<file path="src/rtl/ace_snoop_read_responder_pkg.sv">
// ace_resp_pkg: snoop/response encodings and FSM state type for the ACE snoop read responder.
package ace_resp_pkg;
  localparam logic [3:0] SNP_READ_ONCE      = 4'b0000;
  localparam logic [3:0] SNP_READ_SHARED    = 4'b0001;
  localparam logic [3:0] SNP_READ_CLEAN     = 4'b0010;
  localparam logic [3:0] SNP_READ_NSD       = 4'b0011;
  localparam logic [3:0] SNP_READ_UNIQUE    = 4'b0111;
  localparam logic [3:0] SNP_CLEAN_SHARED   = 4'b1000;
  localparam logic [3:0] SNP_CLEAN_INVALID  = 4'b1001;
  localparam logic [3:0] SNP_MAKE_INVALID   = 4'b1101;
  localparam int CR_DATA_TRANSFER = 0;
  localparam int CR_PASS_DIRTY    = 2;
  localparam int CR_IS_SHARED     = 3;
  localparam logic [1:0] RRESP_OKAY = 2'b00;
  typedef enum logic [2:0] {IDLE, WAIT_CR, COLLECT, MEM_RD, WRITEBACK, RESP} state_t;
  function automatic logic is_read(input logic [3:0] s);
    return s inside {SNP_READ_ONCE, SNP_READ_SHARED, SNP_READ_CLEAN, SNP_READ_NSD, SNP_READ_UNIQUE};
  endfunction
  function automatic logic reports_shared(input logic [3:0] s);
    return s inside {SNP_READ_SHARED, SNP_READ_CLEAN, SNP_READ_NSD};
  endfunction
endpackage

</file>
<file path="src/rtl/ace_snoop_read_responder_if.sv">
// ace_snoop_read_responder_if: request, snoop response/data, memory and R channel bundle.
interface ace_snoop_read_responder_if #(
  parameter int ID_SIZE        = 8,
  parameter int ADDR_SIZE      = 32,
  parameter int DATA_SIZE      = 128,
  parameter int BEATS_PER_LINE = 4
);
  localparam int LINE = DATA_SIZE * BEATS_PER_LINE;
  logic                 req_valid;
  logic                 req_ready;
  logic [ID_SIZE-1:0]   req_id;
  logic [3:0]           req_snoop;
  logic [ADDR_SIZE-1:0] req_addr;
  logic                 cr_valid;
  logic                 cr_ready;
  logic [3:0]           cr_resp;
  logic                 cd_valid;
  logic                 cd_ready;
  logic [DATA_SIZE-1:0] cd_data;
  logic                 mem_rd_en;
  logic                 mem_wr_en;
  logic [ADDR_SIZE-1:0] mem_addr;
  logic [LINE-1:0]      mem_wrdata;
  logic [LINE-1:0]      mem_rddata;
  logic                 RVALID;
  logic                 RREADY;
  logic [ID_SIZE-1:0]   RID;
  logic [DATA_SIZE-1:0] RDATA;
  logic                 RLAST;
  logic [3:0]           RRESP;
  modport slave (
    input  req_valid, req_id, req_snoop, req_addr, cr_valid, cr_resp, cd_valid, cd_data,
           mem_rddata, RREADY,
    output req_ready, cr_ready, cd_ready, mem_rd_en, mem_wr_en, mem_addr, mem_wrdata,
           RVALID, RID, RDATA, RLAST, RRESP
  );
  modport master (
    output req_valid, req_id, req_snoop, req_addr, cr_valid, cr_resp, cd_valid, cd_data,
           mem_rddata, RREADY,
    input  req_ready, cr_ready, cd_ready, mem_rd_en, mem_wr_en, mem_addr, mem_wrdata,
           RVALID, RID, RDATA, RLAST, RRESP
  );
endinterface

</file>
<file path="src/rtl/ace_snoop_read_responder_line_buffer.sv">
// ace_line_buffer: one cache line of beats with per-beat write, full-line load and indexed read.
module ace_line_buffer #(
  parameter int DATA_SIZE      = 128,
  parameter int BEATS_PER_LINE = 4,
  parameter int IW             = 2
) (
  input  logic                                clk,
  input  logic                                rst,
  input  logic                                i_wr_en,
  input  logic [IW-1:0]                       i_wr_idx,
  input  logic [DATA_SIZE-1:0]                i_wr_data,
  input  logic                                i_load_en,
  input  logic [DATA_SIZE*BEATS_PER_LINE-1:0] i_load_line,
  input  logic [IW-1:0]                       i_rd_idx,
  output logic [DATA_SIZE-1:0]                o_rd_data,
  output logic [DATA_SIZE*BEATS_PER_LINE-1:0] o_line
);
  logic [BEATS_PER_LINE-1:0][DATA_SIZE-1:0] r_beats;
  always_ff @(posedge clk or posedge rst)
    if (rst) r_beats <= '0;
    else if (i_load_en) r_beats <= i_load_line;
    else if (i_wr_en) r_beats[i_wr_idx] <= i_wr_data;
  assign o_line    = r_beats;
  assign o_rd_data = r_beats[i_rd_idx];
endmodule

</file>
<file path="src/rtl/ace_snoop_read_responder.sv">
// ace_snoop_read_responder: sources a line from snoop data or memory, writes dirty data back, streams it on R.
// Optional ACE_CRITICAL_WORD_FIRST_EN starts the R burst at the addressed beat and wraps.
module ace_snoop_read_responder
  import ace_resp_pkg::*;
#(
  parameter int ID_SIZE        = 8,
  parameter int ADDR_SIZE      = 32,
  parameter int DATA_SIZE      = 128,
  parameter int BEATS_PER_LINE = 4,
  parameter int MEM_RD_LAT     = 2
) (
  input logic ACLK,
  input logic ARESET,
  ace_snoop_read_responder_if.slave bus
);
  localparam int LINE = DATA_SIZE * BEATS_PER_LINE;
  localparam int CW   = BEATS_PER_LINE > 1 ? $clog2(BEATS_PER_LINE) : 1;
  localparam int BOFF = $clog2(DATA_SIZE / 8);
  localparam int LW   = $clog2(MEM_RD_LAT + 1);
  localparam logic [CW-1:0] LAST_K = CW'(BEATS_PER_LINE - 1);
  localparam logic [ADDR_SIZE-1:0] LINE_MASK = ADDR_SIZE'(LINE / 8 - 1);
  state_t               r_state;
  logic                 r_req_ready, r_cr_ready, r_cd_ready, r_mem_rd_en, r_mem_wr_en, r_rvalid;
  logic                 r_dataless, r_shared, r_pass_dirty;
  logic [ID_SIZE-1:0]   r_id;
  logic [3:0]           r_snoop;
  logic [ADDR_SIZE-1:0] r_addr;
  logic [CW-1:0]        r_k;
  logic [LW-1:0]        r_lat;
  logic [CW-1:0]        w_start, w_end, w_next;
  logic                 w_last, w_cd_hs, w_load;
  logic [DATA_SIZE-1:0] w_beat;
  logic [LINE-1:0]      w_line;
`ifdef ACE_CRITICAL_WORD_FIRST_EN
  assign w_start = CW'(r_addr >> BOFF) & LAST_K;
`else
  assign w_start = '0;
`endif
  assign w_end   = (w_start + LAST_K) & LAST_K;
  assign w_next  = (r_k == LAST_K) ? '0 : r_k + 1'b1;
  assign w_last  = r_dataless || r_k == w_end;
  assign w_cd_hs = r_cd_ready && bus.cd_valid;
  assign w_load  = r_state == MEM_RD && r_lat == LW'(MEM_RD_LAT);
  ace_line_buffer #(.DATA_SIZE(DATA_SIZE), .BEATS_PER_LINE(BEATS_PER_LINE), .IW(CW)) u_buf (
    .clk(ACLK), .rst(ARESET),
    .i_wr_en(w_cd_hs), .i_wr_idx(r_k), .i_wr_data(bus.cd_data),
    .i_load_en(w_load), .i_load_line(bus.mem_rddata),
    .i_rd_idx(r_k), .o_rd_data(w_beat), .o_line(w_line)
  );
  assign bus.req_ready  = r_req_ready;
  assign bus.cr_ready   = r_cr_ready;
  assign bus.cd_ready   = r_cd_ready;
  assign bus.mem_rd_en  = r_mem_rd_en;
  assign bus.mem_wr_en  = r_mem_wr_en;
  assign bus.mem_addr   = r_addr & ~LINE_MASK;
  assign bus.mem_wrdata = r_mem_wr_en ? w_line : '0;
  assign bus.RVALID     = r_rvalid;
  assign bus.RID        = r_id;
  assign bus.RDATA      = r_dataless ? '0 : w_beat;
  assign bus.RLAST      = r_rvalid && w_last;
  assign bus.RRESP      = r_rvalid ? {r_shared, 1'b0, RRESP_OKAY} : 4'b0000;
  // Every handshake output is a flop loaded on the transition into the state that owns it.
  always_ff @(posedge ACLK or posedge ARESET)
    if (ARESET) begin
      r_state      <= IDLE;
      r_req_ready  <= 1'b0;
      r_cr_ready   <= 1'b0;
      r_cd_ready   <= 1'b0;
      r_mem_rd_en  <= 1'b0;
      r_mem_wr_en  <= 1'b0;
      r_rvalid     <= 1'b0;
      r_dataless   <= 1'b0;
      r_shared     <= 1'b0;
      r_pass_dirty <= 1'b0;
      r_id         <= '0;
      r_snoop      <= '0;
      r_addr       <= '0;
      r_k          <= '0;
      r_lat        <= '0;
    end else begin
      case (r_state)
        IDLE:
          if (bus.req_valid && r_req_ready) begin
            r_req_ready <= 1'b0;
            r_cr_ready  <= 1'b1;
            r_id        <= bus.req_id;
            r_snoop     <= bus.req_snoop;
            r_addr      <= bus.req_addr;
            r_dataless  <= 1'b0;
            r_state     <= WAIT_CR;
          end else r_req_ready <= 1'b1;
        WAIT_CR:
          if (bus.cr_valid && r_cr_ready) begin
            r_cr_ready   <= 1'b0;
            r_shared     <= bus.cr_resp[CR_IS_SHARED] && reports_shared(r_snoop);
            r_pass_dirty <= bus.cr_resp[CR_PASS_DIRTY];
            r_k          <= '0;
            if (bus.cr_resp[CR_DATA_TRANSFER]) begin
              r_cd_ready <= 1'b1;
              r_state    <= COLLECT;
            end else if (is_read(r_snoop)) begin
              r_mem_rd_en <= 1'b1;
              r_lat       <= '0;
              r_state     <= MEM_RD;
            end else begin
              r_dataless <= 1'b1;
              r_rvalid   <= 1'b1;
              r_state    <= RESP;
            end
          end
        COLLECT:
          if (w_cd_hs) begin
            r_k <= w_next;
            if (r_k == LAST_K) begin
              r_cd_ready <= 1'b0;
              if (r_pass_dirty && r_snoop != SNP_MAKE_INVALID) begin
                r_mem_wr_en <= 1'b1;
                r_state     <= WRITEBACK;
              end else begin
                r_rvalid <= 1'b1;
                r_k      <= w_start;
                r_state  <= RESP;
              end
            end
          end
        MEM_RD: begin
          r_mem_rd_en <= 1'b0;
          r_lat       <= r_lat + 1'b1;
          if (w_load) begin
            r_rvalid <= 1'b1;
            r_k      <= w_start;
            r_state  <= RESP;
          end
        end
        WRITEBACK: begin
          r_mem_wr_en <= 1'b0;
          r_rvalid    <= 1'b1;
          r_k         <= w_start;
          r_state     <= RESP;
        end
        RESP:
          if (r_rvalid && bus.RREADY) begin
            if (w_last) begin
              r_rvalid    <= 1'b0;
              r_req_ready <= 1'b1;
              r_state     <= IDLE;
            end else r_k <= w_next;
          end
        default: r_state <= IDLE;
      endcase
    end
endmodule

</file>
<file path="src/flat_wrapper.sv">
// flat-port wrapper written by rule: the top's interface ports become plain ports
module ace_snoop_read_responder_flat import ace_resp_pkg::*;
#(
  parameter int ID_SIZE        = 8,
  parameter int ADDR_SIZE      = 32,
  parameter int DATA_SIZE      = 128,
  parameter int BEATS_PER_LINE = 4,
  parameter int MEM_RD_LAT     = 2
)
  (ACLK, ARESET, bus_req_valid, bus_req_id, bus_req_snoop, bus_req_addr, bus_cr_valid, bus_cr_resp, bus_cd_valid, bus_cd_data, bus_mem_rddata, bus_RREADY, bus_req_ready, bus_cr_ready, bus_cd_ready, bus_mem_rd_en, bus_mem_wr_en, bus_mem_addr, bus_mem_wrdata, bus_RVALID, bus_RID, bus_RDATA, bus_RLAST, bus_RRESP);
  ace_snoop_read_responder_if #(.ID_SIZE(ID_SIZE), .ADDR_SIZE(ADDR_SIZE), .DATA_SIZE(DATA_SIZE), .BEATS_PER_LINE(BEATS_PER_LINE)) bus_i ();
  input logic ACLK;
  input logic ARESET;
  input wire logic [$bits(bus_i.req_valid)-1:0] bus_req_valid;
  input wire logic [$bits(bus_i.req_id)-1:0] bus_req_id;
  input wire logic [$bits(bus_i.req_snoop)-1:0] bus_req_snoop;
  input wire logic [$bits(bus_i.req_addr)-1:0] bus_req_addr;
  input wire logic [$bits(bus_i.cr_valid)-1:0] bus_cr_valid;
  input wire logic [$bits(bus_i.cr_resp)-1:0] bus_cr_resp;
  input wire logic [$bits(bus_i.cd_valid)-1:0] bus_cd_valid;
  input wire logic [$bits(bus_i.cd_data)-1:0] bus_cd_data;
  input wire logic [$bits(bus_i.mem_rddata)-1:0] bus_mem_rddata;
  input wire logic [$bits(bus_i.RREADY)-1:0] bus_RREADY;
  output wire logic [$bits(bus_i.req_ready)-1:0] bus_req_ready;
  output wire logic [$bits(bus_i.cr_ready)-1:0] bus_cr_ready;
  output wire logic [$bits(bus_i.cd_ready)-1:0] bus_cd_ready;
  output wire logic [$bits(bus_i.mem_rd_en)-1:0] bus_mem_rd_en;
  output wire logic [$bits(bus_i.mem_wr_en)-1:0] bus_mem_wr_en;
  output wire logic [$bits(bus_i.mem_addr)-1:0] bus_mem_addr;
  output wire logic [$bits(bus_i.mem_wrdata)-1:0] bus_mem_wrdata;
  output wire logic [$bits(bus_i.RVALID)-1:0] bus_RVALID;
  output wire logic [$bits(bus_i.RID)-1:0] bus_RID;
  output wire logic [$bits(bus_i.RDATA)-1:0] bus_RDATA;
  output wire logic [$bits(bus_i.RLAST)-1:0] bus_RLAST;
  output wire logic [$bits(bus_i.RRESP)-1:0] bus_RRESP;
  assign bus_i.req_valid = bus_req_valid;
  assign bus_i.req_id = bus_req_id;
  assign bus_i.req_snoop = bus_req_snoop;
  assign bus_i.req_addr = bus_req_addr;
  assign bus_i.cr_valid = bus_cr_valid;
  assign bus_i.cr_resp = bus_cr_resp;
  assign bus_i.cd_valid = bus_cd_valid;
  assign bus_i.cd_data = bus_cd_data;
  assign bus_i.mem_rddata = bus_mem_rddata;
  assign bus_i.RREADY = bus_RREADY;
  assign bus_req_ready = bus_i.req_ready;
  assign bus_cr_ready = bus_i.cr_ready;
  assign bus_cd_ready = bus_i.cd_ready;
  assign bus_mem_rd_en = bus_i.mem_rd_en;
  assign bus_mem_wr_en = bus_i.mem_wr_en;
  assign bus_mem_addr = bus_i.mem_addr;
  assign bus_mem_wrdata = bus_i.mem_wrdata;
  assign bus_RVALID = bus_i.RVALID;
  assign bus_RID = bus_i.RID;
  assign bus_RDATA = bus_i.RDATA;
  assign bus_RLAST = bus_i.RLAST;
  assign bus_RRESP = bus_i.RRESP;
  ace_snoop_read_responder #(.ID_SIZE(ID_SIZE), .ADDR_SIZE(ADDR_SIZE), .DATA_SIZE(DATA_SIZE), .BEATS_PER_LINE(BEATS_PER_LINE), .MEM_RD_LAT(MEM_RD_LAT)) u_core (.ACLK(ACLK), .ARESET(ARESET), .bus(bus_i));
endmodule
</file>
<file path="config.mk">
export PLATFORM = sky130hd
export DESIGN_NAME = ace_snoop_read_responder_flat
export DESIGN_NICKNAME = d
export VERILOG_FILES = /design/src/rtl/ace_snoop_read_responder_pkg.sv /design/src/rtl/ace_snoop_read_responder_if.sv /design/src/rtl/ace_snoop_read_responder_line_buffer.sv /design/src/rtl/ace_snoop_read_responder.sv /design/src/flat_wrapper.sv
export SDC_FILE = /design/constraint.sdc
export NUM_CORES = 2
export LEC_CHECK = 0
export ABC_CLOCK_PERIOD_IN_PS = 22000
export CAP_MARGIN = 0
export CORE_AREA = 2 2 539 541
export CTS_BUF_LIST = sky130_fd_sc_hd__clkbuf_8
export DETAILED_ROUTE_END_ITERATION = 8
export DIE_AREA = 0 0 541 543
export HOLD_SLACK_MARGIN = 0.05
export SYNTH_ARGS = -nofsm -noshare
export SYNTH_HDL_FRONTEND = slang
export SYNTH_SLANG_ARGS = --single-unit
export TNS_END_PERCENT = 1
</file>
<file path="constraint.sdc">
create_clock -name ACLK -period 22 [get_ports ACLK]
set_input_delay 3.3 -clock ACLK [delete_from_list [all_inputs] [get_ports ACLK]]
set_output_delay 3.3 -clock ACLK [all_outputs]
set_load 0.01 [all_outputs]
</file>
==> metrics.md <==
| Metric | Value |
|---|---|
| Post-DP HPWL | `approximately 210,000 um` |
| Sequential element share of the synthesized area | `a little over two fifths` |
| Iteration count of the initial detailed-routing pass | `5` |
| Count of max-cap constraint violations | `0` |
| Unrepaired setup endpoints after global routing | `no` |
| Number of buffers created by CTS | `118` |
| Htree depth | `3` |
| PortBufs | `around 1,400` |
| Synthesis-to-finish area growth | `61.1%` |
| Transition time of the tightest slew-check pin | `1.15 ns` |
| CTS root buf | `sky130_fd_sc_hd__clkbuf_8` |
| Fraction of layout instances using a drive strength above 1 | `8.80%` |
| Launching element of the worst setup path | `u_core.r_k[0]$_DFFE_PP0P_` |
| Count of flip-flops with a built-in enable after synthesis | `0` |
| CORE AREA | `around 0.29 sq mm` |
| Final-report setup violation count | `0` |
| Vias after detailed routing | `32,866` |
| Clock sinks | `between 500 and 600` |
| Post-CTS Repair Setup Buffers | `0` |
| Power density over the cells | `181 mW/mm^2` |
| Leading register cell type out of synthesis | `sky130_fd_sc_hd__dfrtp_1` |
| Startpoint of the worst hold path | `u_core.r_addr[23]$_DFFE_PP0P_` |
| Largest vdd supply drop | `0.0000696 V` |
| Quantity of hold-fixing buffers added after cts | `0` |
| Sort of element at the start of the critical path | `flop` |
| Required @ worst endpoint | `18.70 ns` |
| Remaining max-slew budget at the tightest pin | `23.4%` |
| Syn avg cell area | `10.0 sq um` |
| Synthesized instance count | `3,303` |
| Reg2reg end | `u_core.u_buf.o_line[321]$_DFFE_PP0P_` |
| Setup TNS after final layout | `0 ns` |
| Depth of the worst register-to-register path | `9` |
| End point of the critical path | `bus_RDATA[61]` |
| Number of vias per cell | `a little under 4` |
| Leak pwr | `~23 nW` |
| Launch point of the worst reg-to-reg path | `u_core.r_state[2]$_DFFE_PP0P_` |
| Commonest cells after routing, fill and taps aside | `sky130_fd_sc_hd__clkdlybuf4s50_1, sky130_fd_sc_hd__dfrtp_1, sky130_fd_sc_hd__nor2_1` |
| Type of element capturing the critical path | `output pin` |
| Routability-driven placement congestion ratio | `0.956` |
| Pin count of the biggest net entering global routing | `199` |
| Overall power after layout | `0.00969 W` |
| Height of the chip | `543 um` |
| Worst-Skew Late Latency | `about 0.93 ns` |
| Post-route ant nets | `0` |
| CTS tree | `done` |
| Share of async-settable or async-resettable flops after synthesis | `100%` |
| Commonest non-fill, non-tap cell in the layout | `sky130_fd_sc_hd__clkdlybuf4s50_1` |
| Max Fanout on Critical Path | `26` |
| Clk slew on worst S/H paths | `approximately 0.060 ns` |
| Congestion Overflow GR | `0` |
| Initial core utilization | `11.5%` |
| Wire length of the first global-routing pass | `332,000 um` |
| Global-route usage over all layers | `~17%` |
| Synth Cell Area | `0.0331 sq mm` |
| Arrival @ worst endpoint | `4.79 ns` |
| Type of the tightest min-delay check | `reg2reg` |
| Remaining routing DRC violations | `0` |
| Max Buffers Root-to-Sink | `4` |
| Run status | `complete, no violations` |
| Post-route minimum period | `8.09 ns` |
| Die width | `541 um` |
| Highest attainable clock frequency | `~0.12 GHz` |
| Start-to-end type of the worst setup path | `reg2out` |
| Number of standard-cell rows in the floorplan | `197` |
| Hold Fails Final Rpt | `0` |
| Antenna violations before repair | `86` |
| Detailed-route wire length per cell | `30.2 um` |
| Final WL | `approximately 260,000 um` |
| Share of the clock period used by the worst path | `36.8%` |
| Die area | `between 0.2 and 0.3 sq mm` |
| Number of max-slew violations in the final report | `0` |
| WHS Path Cells | `1` |
| Worst clock skew | `about 0.065 ns` |
| Initial DRC count | `2,424` |
| Number of gates resized after CTS | `0` |
| Net count reported at finish | `between 5,000 and 6,000` |
| Distinct cells, synth | `49` |
| Yosys Warn Count | `0` |
| Register bit count reported by yosys | `around 570` |
| Worst-case register-to-register setup slack | `15.95 ns` |
| I/O pin cnt | `1,385` |
| Vias in the first global route | `~34,000` |
[state kept, by name, summed over array words and instances (netlist names)]
register	flops
u_core.bus.RID	8
u_core.bus.RVALID	1
u_core.bus.cd_ready	1
u_core.bus.cr_ready	1
u_core.bus.mem_rd_en	1
u_core.bus.mem_wr_en	1
u_core.bus.req_ready	1
u_core.r_addr	26
u_core.r_dataless	1
u_core.r_k	2
u_core.r_lat	2
u_core.r_pass_dirty	1
u_core.r_shared	1
u_core.r_snoop	4
u_core.r_state	3
u_core.u_buf.o_line	512
[cells by family (layout without fill, tap and decap cells)]
logic type	after synthesis	in the layout	share of synthesized area, %
AO/OA/AOI/OAI	552	552	8.58
adder cells (fa/ha/maj)	5	5	0.189
buffers and inverters	295	1634	4.21
flip-flops	566	566	42.7
multiplexers	680	680	25.5
other	1	56	0.0113
AND/OR/NAND/NOR	1204	1204	18.8
[stage by stage]
| stage | cell area (sq um) | hold slack [ns] | utilization, % | std cells | setup slack [ns] |
|---|---|---|---|---|---|
| final | 53400 | 0.500 | 18.6 | 8478 | 13.91 |
| after global placement | 50700 | 0.482 | 17.7 | 8222 | 13.93 |
| after global routing | 53300 | 0.522 | 18.6 | 8455 | 13.59 |
| after CTS | 53300 | 0.499 | 18.5 | 8431 | 13.62 |
| after floorplan | 33200 | 0.442 | - | 3311 | 2.87 |
| after detailed placement | 50700 | 0.481 | 17.7 | 8222 | 13.88 |
[metal layers]
metal / track usage, % / part of all wire [%] / routed length, um
met1: 19.4 / 39 / 98900
met3: 9.34 / 14 / 35600
met2: 25.7 / 44 / 112000
met5: 0.329 / 0.21 / 540
met4: 5.97 / 3.5 / 9010
[cell usage after synthesis, types with 4 or more instances]
library cell,instances,share of area [%]
sky130_fd_sc_hd__buf_1,8,0.091
sky130_fd_sc_hd__nor2_1,522,5.9
sky130_fd_sc_hd__mux4_2,128,8.7
sky130_fd_sc_hd__mux2i_1,514,16
sky130_fd_sc_hd__o21ai_0,10,0.15
sky130_fd_sc_hd__buf_4,28,0.63
sky130_fd_sc_hd__nand3_1,8,0.12
sky130_fd_sc_hd__nor2b_1,130,2.5
sky130_fd_sc_hd__nand2_1,15,0.17
sky130_fd_sc_hd__ha_1,5,0.19
sky130_fd_sc_hd__clkbuf_1,127,1.4
sky130_fd_sc_hd__and2_1,513,9.7
sky130_fd_sc_hd__dfrtp_1,566,43
sky130_fd_sc_hd__buf_6,4,0.14
sky130_fd_sc_hd__buf_2,122,1.8
sky130_fd_sc_hd__inv_1,6,0.068
sky130_fd_sc_hd__a21oi_1,516,7.8
sky130_fd_sc_hd__mux2_2,37,1.3
[worst min path at each step]
stage	endpoint
2_1_floorplan	u_core.r_shared$_DFFE_PP0P_
3_5_place_dp	u_core.r_addr[23]$_DFFE_PP0P_
6_report	u_core.r_addr[23]$_DFFE_PP0P_
4_1_cts	u_core.r_addr[23]$_DFFE_PP0P_
5_1_grt	u_core.r_addr[23]$_DFFE_PP0P_
3_3_place_gp	u_core.r_addr[23]$_DFFE_PP0P_
[power by group]
part | total (W) | internal (W) | switching (W)
Clock | 0.00126 | 0.000704 | 0.000551
Sequential | 0.00231 | 0.00159 | 0.000725
Combinational | 0.00612 | 0.00288 | 0.00324
Total | 0.00969 | 0.00517 | 0.00452
[critical path: stages, from the launching register on]
cell                              delay, ns
sky130_fd_sc_hd__dfrtp_4               0.50
sky130_fd_sc_hd__buf_4                 0.54
sky130_fd_sc_hd__buf_4                 0.61
sky130_fd_sc_hd__buf_4                 0.58
sky130_fd_sc_hd__mux4_2                0.33
sky130_fd_sc_hd__nor2b_1               0.43
sky130_fd_sc_hd__clkdlybuf4s50_1       0.66
[area by class of cell]
class,instances,area [sq um]
fill,31783,234000
multi-input combinational,2450,17700
sequential,566,14200
timing repair buffer,1419,14100
tap,3781,4730
clock buffer,151,2080
clock inverter,58,460
antenna,47,118
inverter,6,30.0
Note: power is estimated with default switching activity, not from simulation.
